==> config.mk <==
export PLATFORM = sky130hd
export DESIGN_NAME = adc_scan_ctrl
export DESIGN_NICKNAME = d
export VERILOG_FILES = /design/src/rtl/adc_scan_ctrl.sv
export SDC_FILE = /design/constraint.sdc
export NUM_CORES = 1
export LEC_CHECK = 0
export CAP_MARGIN = 20
export CELL_PAD_IN_SITES_DETAIL_PLACEMENT = 0
export CELL_PAD_IN_SITES_GLOBAL_PLACEMENT = 1
export CORE_ASPECT_RATIO = 0.7
export CORE_MARGIN = 5
export CORE_UTILIZATION = 38
export CTS_CLUSTER_DIAMETER = 50
export CTS_CLUSTER_SIZE = 28
export DETAILED_ROUTE_END_ITERATION = 7
export PLACE_DENSITY_LB_ADDON = 0.1
export REMOVE_ABC_BUFFERS = 1
export SLEW_MARGIN = 20
export SYNTH_ARGS = -nofsm -noshare
export SYNTH_HDL_FRONTEND = slang
export SYNTH_SLANG_ARGS = --single-unit
==> constraint.sdc <==
create_clock -name clk -period 2.4 [get_ports clk]
set_clock_uncertainty 0.2 [all_clocks]
set_input_delay 0.24 -clock clk [delete_from_list [all_inputs] [get_ports clk]]
set_output_delay 0.24 -clock clk [all_outputs]
set_load 0.02 [all_outputs]
==> src/rtl/adc_scan_ctrl.sv <==
// Scan sequencer for a shared ADC: steps the analog mux over the masked channels,
// settles, captures, and keeps one result per channel. Define ADC_SCAN_AVG_EN for 4-sample averaging.
module adc_scan_ctrl #(
  parameter int BITS       = 12,
  parameter int N_CH       = 2,
  parameter int SETTLE_CYC = 4,
  parameter int PERIOD     = 1000,
  localparam int CH_W      = (N_CH > 1) ? $clog2(N_CH) : 1
) (
  input  logic                 clk,
  input  logic                 rst,
  input  logic                 enable,
  input  logic [N_CH-1:0]      ch_mask,
  input  logic                 ovr_clr,
  input  logic [BITS-1:0]      adc_data,
  output logic [CH_W-1:0]      ch_sel,
  output logic                 busy,
  output logic                 data_valid,
  output logic [CH_W-1:0]      data_ch,
  output logic [N_CH*BITS-1:0] result,
  output logic                 scan_done,
  output logic                 overrun
);

  localparam int CNT_W = $clog2(PERIOD);
  localparam int SET_W = (SETTLE_CYC > 1) ? $clog2(SETTLE_CYC) : 1;

  localparam logic [1:0] IDLE    = 2'd0;
  localparam logic [1:0] SETTLE  = 2'd1;
  localparam logic [1:0] CAPTURE = 2'd2;

  logic [1:0]       state;
  logic [CNT_W-1:0] per_cnt;
  logic [SET_W-1:0] settle_cnt;
  logic [N_CH-1:0]  scan_mask;
  logic             tick;
  logic [CH_W:0]    first_ch;   // {found, index}
  logic [CH_W:0]    next_ch;
  logic             cap_last;
  logic [BITS-1:0]  cap_val;

  // Lowest set bit of m at or above index start; MSB flags whether one exists.
  function automatic logic [CH_W:0] find_ch(input logic [N_CH-1:0] m, input int start);
    logic [CH_W:0] r;
    r = '0;
    for (int i = N_CH - 1; i >= 0; i--) begin
      if (i >= start && m[i]) r = {1'b1, CH_W'(i)};
    end
    return r;
  endfunction

`ifdef ADC_SCAN_AVG_EN
  logic [1:0]      cap_cnt;
  logic [BITS+1:0] acc;
  logic [BITS+1:0] avg_sum;
`endif

  // NOTE: every always_comb output gets a default first so no path can infer a latch.
  always_comb begin
    tick     = enable && (per_cnt == CNT_W'(PERIOD - 1));
    first_ch = find_ch(ch_mask, 0);
    next_ch  = find_ch(scan_mask, int'(ch_sel) + 1);
`ifdef ADC_SCAN_AVG_EN
    avg_sum  = acc + (BITS+2)'(adc_data);
    cap_last = (cap_cnt == 2'd3);
    cap_val  = avg_sum[BITS+1:2];
`else
    cap_last = 1'b1;
    cap_val  = adc_data;
`endif
  end

  // NOTE: sequential state uses non-blocking assignments so all registers update together at the edge.
  always_ff @(posedge clk or posedge rst) begin
    if (rst) begin
      state      <= IDLE;
      per_cnt    <= '0;
      settle_cnt <= '0;
      scan_mask  <= '0;
      ch_sel     <= '0;
      busy       <= 1'b0;
      data_valid <= 1'b0;
      data_ch    <= '0;
      // NOTE: the result bank is reset because consumers treat 0 as "no reading yet".
      result     <= '0;
      scan_done  <= 1'b0;
      overrun    <= 1'b0;
`ifdef ADC_SCAN_AVG_EN
      cap_cnt    <= '0;
      acc        <= '0;
`endif
    end else begin
      data_valid <= 1'b0;
      scan_done  <= 1'b0;

      if (!enable)     per_cnt <= '0;
      else if (tick)   per_cnt <= '0;
      else             per_cnt <= per_cnt + 1'b1;

      // A set in the same cycle as a clear must win.
      if (tick && state != IDLE) overrun <= 1'b1;
      else if (ovr_clr)          overrun <= 1'b0;

      if (!enable) begin
        state <= IDLE;
        busy  <= 1'b0;
      end else begin
        case (state)
          IDLE: begin
            if (tick && first_ch[CH_W]) begin
              scan_mask  <= ch_mask;
              ch_sel     <= first_ch[CH_W-1:0];
              settle_cnt <= '0;
              state      <= SETTLE;
              busy       <= 1'b1;
            end
          end
          SETTLE: begin
            if (settle_cnt == SET_W'(SETTLE_CYC - 1)) begin
              state <= CAPTURE;
`ifdef ADC_SCAN_AVG_EN
              cap_cnt <= '0;
              acc     <= '0;
`endif
            end else begin
              settle_cnt <= settle_cnt + 1'b1;
            end
          end
          CAPTURE: begin
            if (cap_last) begin
              for (int k = 0; k < N_CH; k++) begin
                if (CH_W'(k) == ch_sel) result[k*BITS +: BITS] <= cap_val;
              end
              data_valid <= 1'b1;
              data_ch    <= ch_sel;
              if (next_ch[CH_W]) begin
                ch_sel     <= next_ch[CH_W-1:0];
                settle_cnt <= '0;
                state      <= SETTLE;
              end else begin
                state     <= IDLE;
                busy      <= 1'b0;
                scan_done <= 1'b1;
              end
            end
`ifdef ADC_SCAN_AVG_EN
            else begin
              acc     <= avg_sum;
              cap_cnt <= cap_cnt + 1'b1;
            end
`endif
          end
          default: begin
            state <= IDLE;
            busy  <= 1'b0;
          end
        endcase
      end
    end
  end

endmodule

Word level (Yosys, flattened, before mapping)
Index checks and enable logic that the tools add are counted.
{"block": "word_totals", "ff_bits": 46, "rom_bits": 0, "mem_count": 0, "input_bits": 18, "ram_bits": 0, "latch_bits": 0}
{"block": "op_classes", "n_shift": 0, "n_mux": 29, "n_addsub": 3, "n_mul": 0, "n_eq_ne": 11, "n_reduce_logical": 18, "order_cmp": 2, "bitwise_logic": 1, "div_mod_pow": 0}
{"op": "two-way mux 10 bit", "count": 2}
{"op": "two-way mux 2 bit", "count": 10}
{"op": "two-way mux 1 bit", "count": 13}
{"op": "case mux 2 bit (3 select lines)", "count": 2}
{"op": "AND reduction 3 bit", "count": 4}
{"op": "adder 10 x 1 -> 10 bit (second input constant)", "count": 1}
{"op": "== test 10 bit (second input constant)", "count": 1}
{"op": "inequality test 3 bit (second input constant)", "count": 3}
{"op": "inequality test 2 bit (second input constant)", "count": 4}
{"op": "nonzero test 2 bit", "count": 3}
{"op": "logical AND 1 bit", "count": 5}
{"op": "AND reduction 5 bit", "count": 1}
{"op": "== test 2 bit (second input constant)", "count": 2}
{"op": ">= comparator 1 x 2 -> 1 bit (first input constant)", "count": 2}
{"op": "AND reduction 2 bit", "count": 2}
{"op": "AND reduction 4 bit", "count": 1}
{"op": "case mux 1 bit (3 select lines)", "count": 1}
{"op": "nonzero test 3 bit", "count": 1}
{"op": "adder 1 x 1 -> 2 bit (second input constant)", "count": 1}
{"op": "adder 2 x 1 -> 2 bit (second input constant)", "count": 1}
{"op": "== test 2 x 1 -> 1 bit (second input constant)", "count": 1}
{"op": "logical NOT 2 bit", "count": 1}
{"op": "case mux 1 bit (2 select lines)", "count": 1}
{"op": "inverter 1 bit", "count": 1}

Depth between registers and ports, before layout
Gate-level depths: netlist of the first run.
{"block": "depth", "word_depth": 8, "mapped_depth": 6}

Worst setup path before layout of the first run
Ideal clock, no wire load.
{"block": "synth_timing", "path_type": "register -> register", "startpoint": "reg per_cnt[0]", "endpoint": "reg scan_mask[1]", "path_stages_with_launch": 6, "required_time_ns": 2.075, "path_buffers": 0, "t_arrival_ns": 1.404, "setup_ns": 0.125, "path_slack_ns": 0.671, "path_cell_list": "dfrtp_1 ha_1 and4_1 o2111ai_4 nor3_1 mux2_2"}
{"block": "synth_via", "elab_chain_cells": 4}
{"item": "from (decl)", "line": "33", "rtl": "logic [CNT_W-1:0] per_cnt;"}
{"item": "from (signal assigned)", "line": "98", "rtl": "else per_cnt <= per_cnt + 1'b1;"}
{"item": "== test 10 bit", "line": "60", "rtl": "tick = enable && (per_cnt == CNT_W'(PERIOD - 1));"}
{"item": "logical AND 1 bit", "line": "60"}
{"item": "logical AND 1 bit", "line": "110", "rtl": "if (tick && first_ch[CH_W]) begin"}
{"item": "AND reduction 3 bit (no line)"}
{"item": "to (signal assigned)", "line": "111", "rtl": "scan_mask <= ch_mask;"}
{"item": "to (decl)", "line": "35", "rtl": "logic [N_CH-1:0] scan_mask;"}
Every way passes these cells.
A chain may end at the register's enable or synchronous reset.

Worst setup path in the final report of the first run
{"block": "layout_timing", "startpoint": "in enable", "endpoint": "reg scan_mask[1]"}
{"block": "layout_via", "elab_chain_cells": 3}
{"item": "from (decl)", "line": "12", "rtl": "input logic enable,"}
{"item": "logical AND 1 bit", "line": "60"}
{"item": "logical AND 1 bit", "line": "110"}
{"item": "AND reduction 3 bit (no line) *"}
Every way passes the cells marked *; elsewhere a longest branch is shown, timed or not.

==> out/results.env, run 1 <==
LEAKAGE_POWER_nW=1.19
FINALNETCOUNT=219
INITIAL_UTILIZATION=0.398
DRIVE_ABOVE_1_SHARE=0.215
FF2FF_SETUP_SLACK_PS=550
CTS_BUFFER_DEPTH=2
CRIT_PATH_START='enable'
SYNTH_TOP_FAMILY_BY_AREA='multiplexers'
SLEW_HEADROOM=0.616
CRITICAL_PATH_PEAK_FANOUT=8
TIMING.MAX_CAP.VIOLATIONS=0
SEQUENTIAL_CELL_AREA_FRACTION_IN_THE_YOSYS_REPORT=0.586
REGTOREGSTARTPOINT='per_cnt[0]$_DFF_PP0_'
HIGHEST_LAYER='met4'
TIMING.SETUP.CRITICAL_PATH_CLASS='in2reg'
HOLD_PATH_CLASS='in2async'
ROUTE.ANTENNA.REMAINING_NETS=0
FP.DIEW_UM=95.0
FINALWORSTSETUPSLACK_PS=496
TIMING.FINAL.HOLD_VIOLATIONS=0
FIN_TNS_SETUP_PS=0
MIN_PERIOD_PS=1900
POST-ROUTE-UTIL=0.530
POWER.IR.VDD_WORST_uV=286
CRITPATHREQUIREDTIME_PS=2390
CLOCK_SINKS=45
CTS-HOLD-FIX-BUFFERS=0
CRITICAL_PATH.ENDPOINT='scan_mask[1]$_DFFE_PP0P_'
SYNTH_FA_HA_AREA_FRAC=0.0130
MAXCLOCKFREQUENCY_MHz=525
STARTPOINT_TYPE='input port'
NUMBER_OF_PORT_BUFFERS=47
POST_CTS_RESIZE_COUNT=0
R2R-END='scan_mask[1]$_DFFE_PP0P_'
WIRELENGTH_MM=3.95
XOR_XNOR_FRACTION_OF_SYNTH_AREA=0.0364
YOSYS_REGISTER_BITS=45
YOSYSWARNINGS=0
GRT_FIRST_PASS_WIRELENGTH_MM=6.85
LAYOUT-AREA-OVERHEAD-VS-SYNTH_PCT=33.2
GPL.FINAL_WEIGHTED_CONGESTION=0.777
GRT_PASS1_VIAS=1421
SYNTHESIS.AREA_UM2=1920
DETAILROUTE.VIA_COUNT=1272
ARRIVAL_TIME_OF_THE_WORST_SETUP_PATH_PS=1890
VIAS_PER_CELL=4.73
CORE_REGION_AREA_UM2=4830
RUN_STATUS='completed'
ENDPOINT_KIND_OF_THE_WORST_SETUP_TIMING_PATH='register'
GRT_MAX_DEGREE=46
POST-ROUTE-DRC-COUNT=0
CTS_MADE_BUFFERS=5
AREA_SHARE_OF_AND_OR_NAND_NOR_CELLS_AFTER_SYNTHESIS=0.135
POST-CTS-SETUP-BUFFER-COUNT=0
POWER_DENSITY_nW_PER_UM2=565
DETAILEDROUTE.FIRSTPASSITERATIONCOUNT=4
TRITONCTS='yes'
CLK_PIN_SLEW_PS=90
SYNTH_MUX_AREA_FRAC=0.146
CTS_HTREE_LEVELS=2
HEIGHT_OF_THE_CHIP_UM=69.5
PLACEMENT_ROWS=21
DETAIL_ROUTE.WIRELENGTH.MET1_MM=1.84
GRT_SETUP_UNREPAIRED='false'
DETAIL_ROUTE.ITER0.VIOLATIONS=34
FINAL_ROUTED_WIRE_LENGTH_DIVIDED_BY_CELL_COUNT_UM=14.7
WORST_HOLD_SLACK_PS=203
WL_MET3_UM=188
FINALSETUPVIOLATIONS=0
SYNTH_COMPOUND_AREA_FRAC=0.0534
GRT_ANTENNA_BEFORE_REPAIR=0
AVGSYNTHCELLAREA_UM2=13.1
CTS_ROOT_BUF='sky130_fd_sc_hd__clkbuf_8'
DETAILEDPLACE.WORSTSLACK_PS=180
NETLIST_INSTANCES=147
HPWL_MM=2.85
FINAL_AREA_UM2=2560
CLKLATENCYLATEPIN_PS=290
POST-ROUTE-PERIOD-UTIL=0.793
TIGHTEST_SLEW_PS=576
GR-TOTAL-OVERFLOW=0
FINALMAXSLEWVIOLATIONS=0
SYNTH_CELL_TYPE_COUNT=36
N_ANTENNA_CELL=0
DIEAREA_UM2=6610
FF_TO_FF_PATH_DEPTH=5
IO-PIN-COUNT=48
GRT_UTIL_ALL_LAYERS=0.132
PLACEDINSTANCEAREA_UM2=2460
MET2ROUTEDLENGTH_MM=1.91
## registers in the layout, indices dropped and copies added, names as in the netlist
register,cells
result,24
ch_sel,1
overrun,1
data_ch,1
data_valid,1
state,2
scan_done,1
per_cnt,10
scan_mask,1
settle_cnt,2
busy,1
## cell usage in the layout (no fill, tap or decap), drive strengths merged, types with 2 or more instances in the layout
cell type,Yosys,routed
inv,6,5
ha,2,2
a21oi,3,3
and2,4,4
and3,4,4
xor2,5,5
clkdlybuf4s50,0,47
nor3,2,2
mux2,25,25
buf,4,2
nand2b,2,2
xnor2,3,3
nand3b,2,2
clkbuf,0,7
clkinv,0,2
nand3,4,4
o21ai,3,3
nand2,7,7
dfrtp,45,45
nor2,13,13
## synth_stat cells (all sizes together)
cell type | n | area (um2)
dfrtp | 45 | 1130
and4bb | 1 | 16.3
a211o | 1 | 8.76
and4 | 1 | 8.76
nor2 | 13 | 56.3
o2bb2ai | 1 | 8.76
inv | 6 | 22.5
o211ai | 1 | 7.51
a2bb2oi | 1 | 8.76
ha | 2 | 25.0
a21oi | 3 | 15.0
nand4 | 1 | 6.26
xnor2 | 3 | 26.3
nand2 | 7 | 26.3
xor2 | 5 | 43.8
o21ai | 3 | 15.0
nand2b | 2 | 12.5
nor2b | 1 | 6.26
nand3b | 2 | 27.5
o2111ai | 1 | 26.3
a31oi | 1 | 6.26
nor3 | 2 | 10.0
and2b | 1 | 8.76
mux2 | 25 | 282
and2 | 4 | 27.5
nand3 | 4 | 20.0
and3 | 4 | 26.3
nor3b | 1 | 7.51
buf | 4 | 35.0
o22ai | 1 | 6.26
## logic make-up after synthesis
logic type      count (synthesis)
compound gates                 13
fa+ha+maj                       2
buf+inv                        10
xor+xnor                        8
flops                          45
simple gates                   44
mux                            25
## power breakdown
group	leakage [nW]	switching, mW	total (mW)	internal, mW
sequential	0.619	0.0176	0.798	0.780
clock	0.0542	0.247	0.508	0.260
combinational	0.516	0.0692	0.141	0.0720
## through the flow
step	instances	power, mW
finish	269	1.45
global route	269	1.52
CTS	269	1.47
detailed placement	261	0.956
global placement	261	0.952
floorplan	143	0.880
## area by class of cell
type	count	area [um2]
Clock buffer	7	96.3
Clock inverter	1	5.00
Multi-Input combinational cell	92	739
Inverter	6	22.5
Sequential cell	45	1130
Fill cell	462	2270
Tap cell	69	86.3
Timing Repair Buffer	49	485
## worst min-delay path by stage
stage                      endpoint                 start  depth (start not counted)
2_1_floorplan   overrun$_DFFE_PP0P_               ovr_clr                          1
3_3_place_gp   per_cnt[0]$_DFF_PP0_  per_cnt[0]$_DFF_PP0_                          1
3_5_place_dp   per_cnt[0]$_DFF_PP0_  per_cnt[0]$_DFF_PP0_                          1
4_1_cts        per_cnt[1]$_DFF_PP0_                   rst                          3
5_1_grt        per_cnt[4]$_DFF_PP0_                   rst                          3
6_report       per_cnt[8]$_DFF_PP0_                   rst                          3
## critical path, cell delays in order
cell	delay, ps
sky130_fd_sc_hd__clkdlybuf4s50_1	660
sky130_fd_sc_hd__and4bb_4	300
sky130_fd_sc_hd__o2111ai_4	160
sky130_fd_sc_hd__nor3_1	180
sky130_fd_sc_hd__mux2_2	350
## layer usage
layer	vias up	global-route usage
met3	2	0.0564
met1	636	0.172
met4	0	0.0144
li1	609	-
met2	25	0.210
met5	-	0
Power figures use the tool's default switching activity.
==> run 2: changes to the inputs <==
--- a/config.mk
+++ b/config.mk
@@ -10,7 +10,7 @@
 export CELL_PAD_IN_SITES_GLOBAL_PLACEMENT = 1
 export CORE_ASPECT_RATIO = 0.7
 export CORE_MARGIN = 5
-export CORE_UTILIZATION = 38
+export CORE_UTILIZATION = 35
 export CTS_CLUSTER_DIAMETER = 50
 export CTS_CLUSTER_SIZE = 28
 export DETAILED_ROUTE_END_ITERATION = 7
==> constraint.sdc (replaced) <==
create_clock -name clk -period 1.6 [get_ports clk]
set_clock_uncertainty 0.2 [all_clocks]
set_input_delay 0.16 -clock clk [delete_from_list [all_inputs] [get_ports clk]]
set_output_delay 0.16 -clock clk [all_outputs]
set_load 0.02 [all_outputs]
==> run 2 against run 1 <==
The flow now finishes with violations (negative setup slack). Critical endpoint unchanged. Sequential cell count unchanged. Final cell count up 11%. Die area up 7.5%. Setup slack worse by 620 ps. Final area up 15%. Largest power group unchanged. Hold slack worse by 190 ps. Combinational power up 110%. Total power up 64%. Routed wire length up 11%.
==> out/results.env, run 2 (synthesis gave the netlist of run 1 again) <==
RUN_STATUS='finished with violations'
VIOLATIONS_IN_THE_FINAL_REPORTS='negative setup slack'
DETAILROUTE.VIA_COUNT=1339
MAX_STAGE_DELAY_PS=370
WIRELENGTH_MM=4.39
COMB_POWER_SHARE=0.125
PLACEMENT_ROWS=22
POWER.IR.VDD_WORST_uV=363
GR-TOTAL-OVERFLOW=0
POST-ROUTE-UTIL=0.555
GRT_MAX_DEGREE=46
COMMONEST_NON_FILL_NON_TAP_CELL_IN_THE_LAYOUT='sky130_fd_sc_hd__dfrtp_1'
ENDPOINT_KIND_OF_THE_WORST_SETUP_TIMING_PATH='register'
CTS_MADE_BUFFERS=5
FINALSETUPVIOLATIONS=10
TIMING.MAX_CAP.VIOLATIONS=0
WORST_HOLD_SLACK_PS=14.6
MIN_PERIOD_PS=1720
REGTOREGSTARTPOINT='per_cnt[1]$_DFF_PP0_'
FP.DIEW_UM=98.6
REGMOSTFLOPS='result'
LARGEST_REGISTER_FFS=24
DETAIL_ROUTE.ITER0.VIOLATIONS=22
CTS_BUFFER_DEPTH=2
PLACEDINSTANCEAREA_UM2=2670
POWER.NET_SWITCHING_mW=0.532
FINAL_ROUTED_WIRE_LENGTH_DIVIDED_BY_CELL_COUNT_UM=14.7
GRT_SETUP_UNREPAIRED='true'
CRIT_PATH_START='per_cnt[1]$_DFF_PP0_'
POST-ROUTE-DRC-COUNT=0
LEAKAGE_POWER_nW=1.54
TIMING.FINAL.HOLD_VIOLATIONS=0
FIN_CELLS=298
N_ANTENNA_CELL=0
GRT_UTIL_ALL_LAYERS=0.122
WORSTPATHCELLLIST='ha_2 -> and4_4 -> o2111ai_4 -> nor3_2 -> mux2_4'
CLKLATENCYLATEPIN_PS=290
FINALMAXSLEWVIOLATIONS=0
R2R-END='scan_mask[1]$_DFFE_PP0P_'
DETAILEDROUTE.FIRSTPASSITERATIONCOUNT=4
CRITICAL_PATH_PEAK_FANOUT=2
FF_TO_FF_PATH_DEPTH=5
FINALWORSTSETUPSLACK_PS=-125
CP_SLOWEST_CELL='sky130_fd_sc_hd__dfrtp_1'
PLACE_INST=286
CELLINTERNALPOWER_mW=1.84
NUMBER_OF_PORT_BUFFERS=47
SLEW_HEADROOM=0.798
DIEAREA_UM2=7100
SEQUENTIAL_POWER_SHARE=0.502
POWER_DENSITY_nW_PER_UM2=808
ARRIVAL_TIME_OF_THE_WORST_SETUP_PATH_PS=1710
CTS_ROOT_BUF='sky130_fd_sc_hd__clkbuf_8'
GPL.FINAL_WEIGHTED_CONGESTION=0.743
TRITONCTS='yes'
POWER.SHARE.CLOCK=0.372
MAXCLOCKFREQUENCY_MHz=580
CRITICAL_PATH.ENDPOINT='scan_mask[1]$_DFFE_PP0P_'
LAYOUT-AREA-OVERHEAD-VS-SYNTH_PCT=52.6
DRIVE_ABOVE_1_SHARE=0.367
CLOCK_SINKS=45
LAYOUT.CELLS.MOST_COMMON_LIST='44 x sky130_fd_sc_hd__dfrtp_1, 29 x sky130_fd_sc_hd__dlygate4sd2_1, 22 x sky130_fd_sc_hd__buf_4'
POST-ROUTE-PERIOD-UTIL=1.08
BIGGEST_REGISTERS_AFTER_LAYOUT='result x24, per_cnt x10'
CTS_HTREE_LEVELS=2
HPWL_MM=3.00
POST-LAYOUT-TOTAL-POWER_mW=2.37
GRT_FIRST_PASS_WIRELENGTH_MM=7.00
FF2FF_SETUP_SLACK_PS=-120
DETAILEDPLACE.WORSTSLACK_PS=-312
CTS-HOLD-FIX-BUFFERS=0
STARTPOINT_TYPE='register'
VIAS_PER_CELL=4.49
FINALNETCOUNT=245
CORE_REGION_AREA_UM2=5290
FIN_TNS_SETUP_PS=-339
HEIGHT_OF_THE_CHIP_UM=72.0
GRT_ANTENNA_BEFORE_REPAIR=0
CRITPATHREQUIREDTIME_PS=1580
NUM-FILL-CELLS=462
INITIAL_UTILIZATION=0.364
IO-PIN-COUNT=48
GRT_PASS1_VIAS=1423
TIGHTEST_SLEW_PS=301
CLK_PIN_SLEW_PS=90
ROUTE.ANTENNA.REMAINING_NETS=0
HOLD_PATH_CLASS='in2async'
SHARE_OF_TOTAL_POWER_CONSUMED_BY_NET_SWITCHING=0.224
TIMING.SETUP.CRITICAL_PATH_CLASS='reg2reg'
FINAL_AREA_UM2=2930
-- run 2: cell count changes in the layout (fill, tap and decap cells not counted), sizes merged --
cell           previous run  this run
dlygate4sd2               0        29
bufinv                    0         1
clkinvlp                  0         1
buf                       2        27
clkdlybuf4s50            47        16
clkinv                    2         1
dlymetal6s2s              0         2
-- run 2: timing repair --
item | 4_1_cts | 5_1_grt
setup buffers | 1 | 2
endpoints found under the hold margin | 0 | 0
gates cloned | 0 | 1
setup endpoints to repair | 43 | 30
gates resized for setup | 39 | 26
pin swaps | 6 | 4
-- run 2: worst min-delay path by stage --
| stage | cells past startpoint | from | slack, ps | to |
|---|---|---|---|---|
| floorplan | 1 | ovr_clr | 70 | overrun$_DFFE_PP0P_ |
| global placement | 2 | data_ch$_DFFE_PP0P_ | 260 | data_ch$_DFFE_PP0P_ |
| detailed placement | 2 | data_ch$_DFFE_PP0P_ | 270 | data_ch$_DFFE_PP0P_ |
| CTS | 3 | rst | 30 | scan_done$_DFF_PP0_ |
| global route | 3 | rst | 40 | data_ch$_DFFE_PP0P_ |
| finish | 3 | rst | 10 | scan_done$_DFF_PP0_ |
-- run 2: power groups by stage --
| stage | combinational [mW] | sequential (mW) | clock [mW] |
|---|---|---|---|
| 2_1_floorplan | 0.0864 | 1.23 | 0 |
| 3_3_place_gp | 0.264 | 1.21 | 0 |
| 3_5_place_dp | 0.269 | 1.21 | 0 |
| 4_1_cts | 0.265 | 1.19 | 0.921 |
| 5_1_grt | 0.324 | 1.20 | 0.962 |
| 6_report | 0.298 | 1.19 | 0.883 |
-- run 2: critical path, delay by kind of cell, from the launching register on --
family	cells	cell delay [ps]
AO/OA/AOI/OAI	1	120
multiplexers	1	320
AND/OR/NAND/NOR	2	410
flip-flops	1	370
adder cells (fa/ha/maj)	1	200
-- run 2: per-layer routing --
layer	vias to the layer above	share of wire	wire (um)	track usage
met5	-	0	0	0
met4	0	0	0	0.0227
met3	0	0.035	155	0.0355
met2	21	0.49	2130	0.198
met1	649	0.48	2100	0.165
li1	669	-	-	-
-- run 2: final cells by class --
cell class                 count  area, um2  share of cell area
timing repair buffer          75        712               0.243
clock buffer                   6       82.6              0.0281
clock inverter                 2       37.5              0.0128
inverter                       6       22.5             0.00768
tap                           72       90.1              0.0307
multi-input combinational     92        862               0.294
sequential                    45       1130               0.384
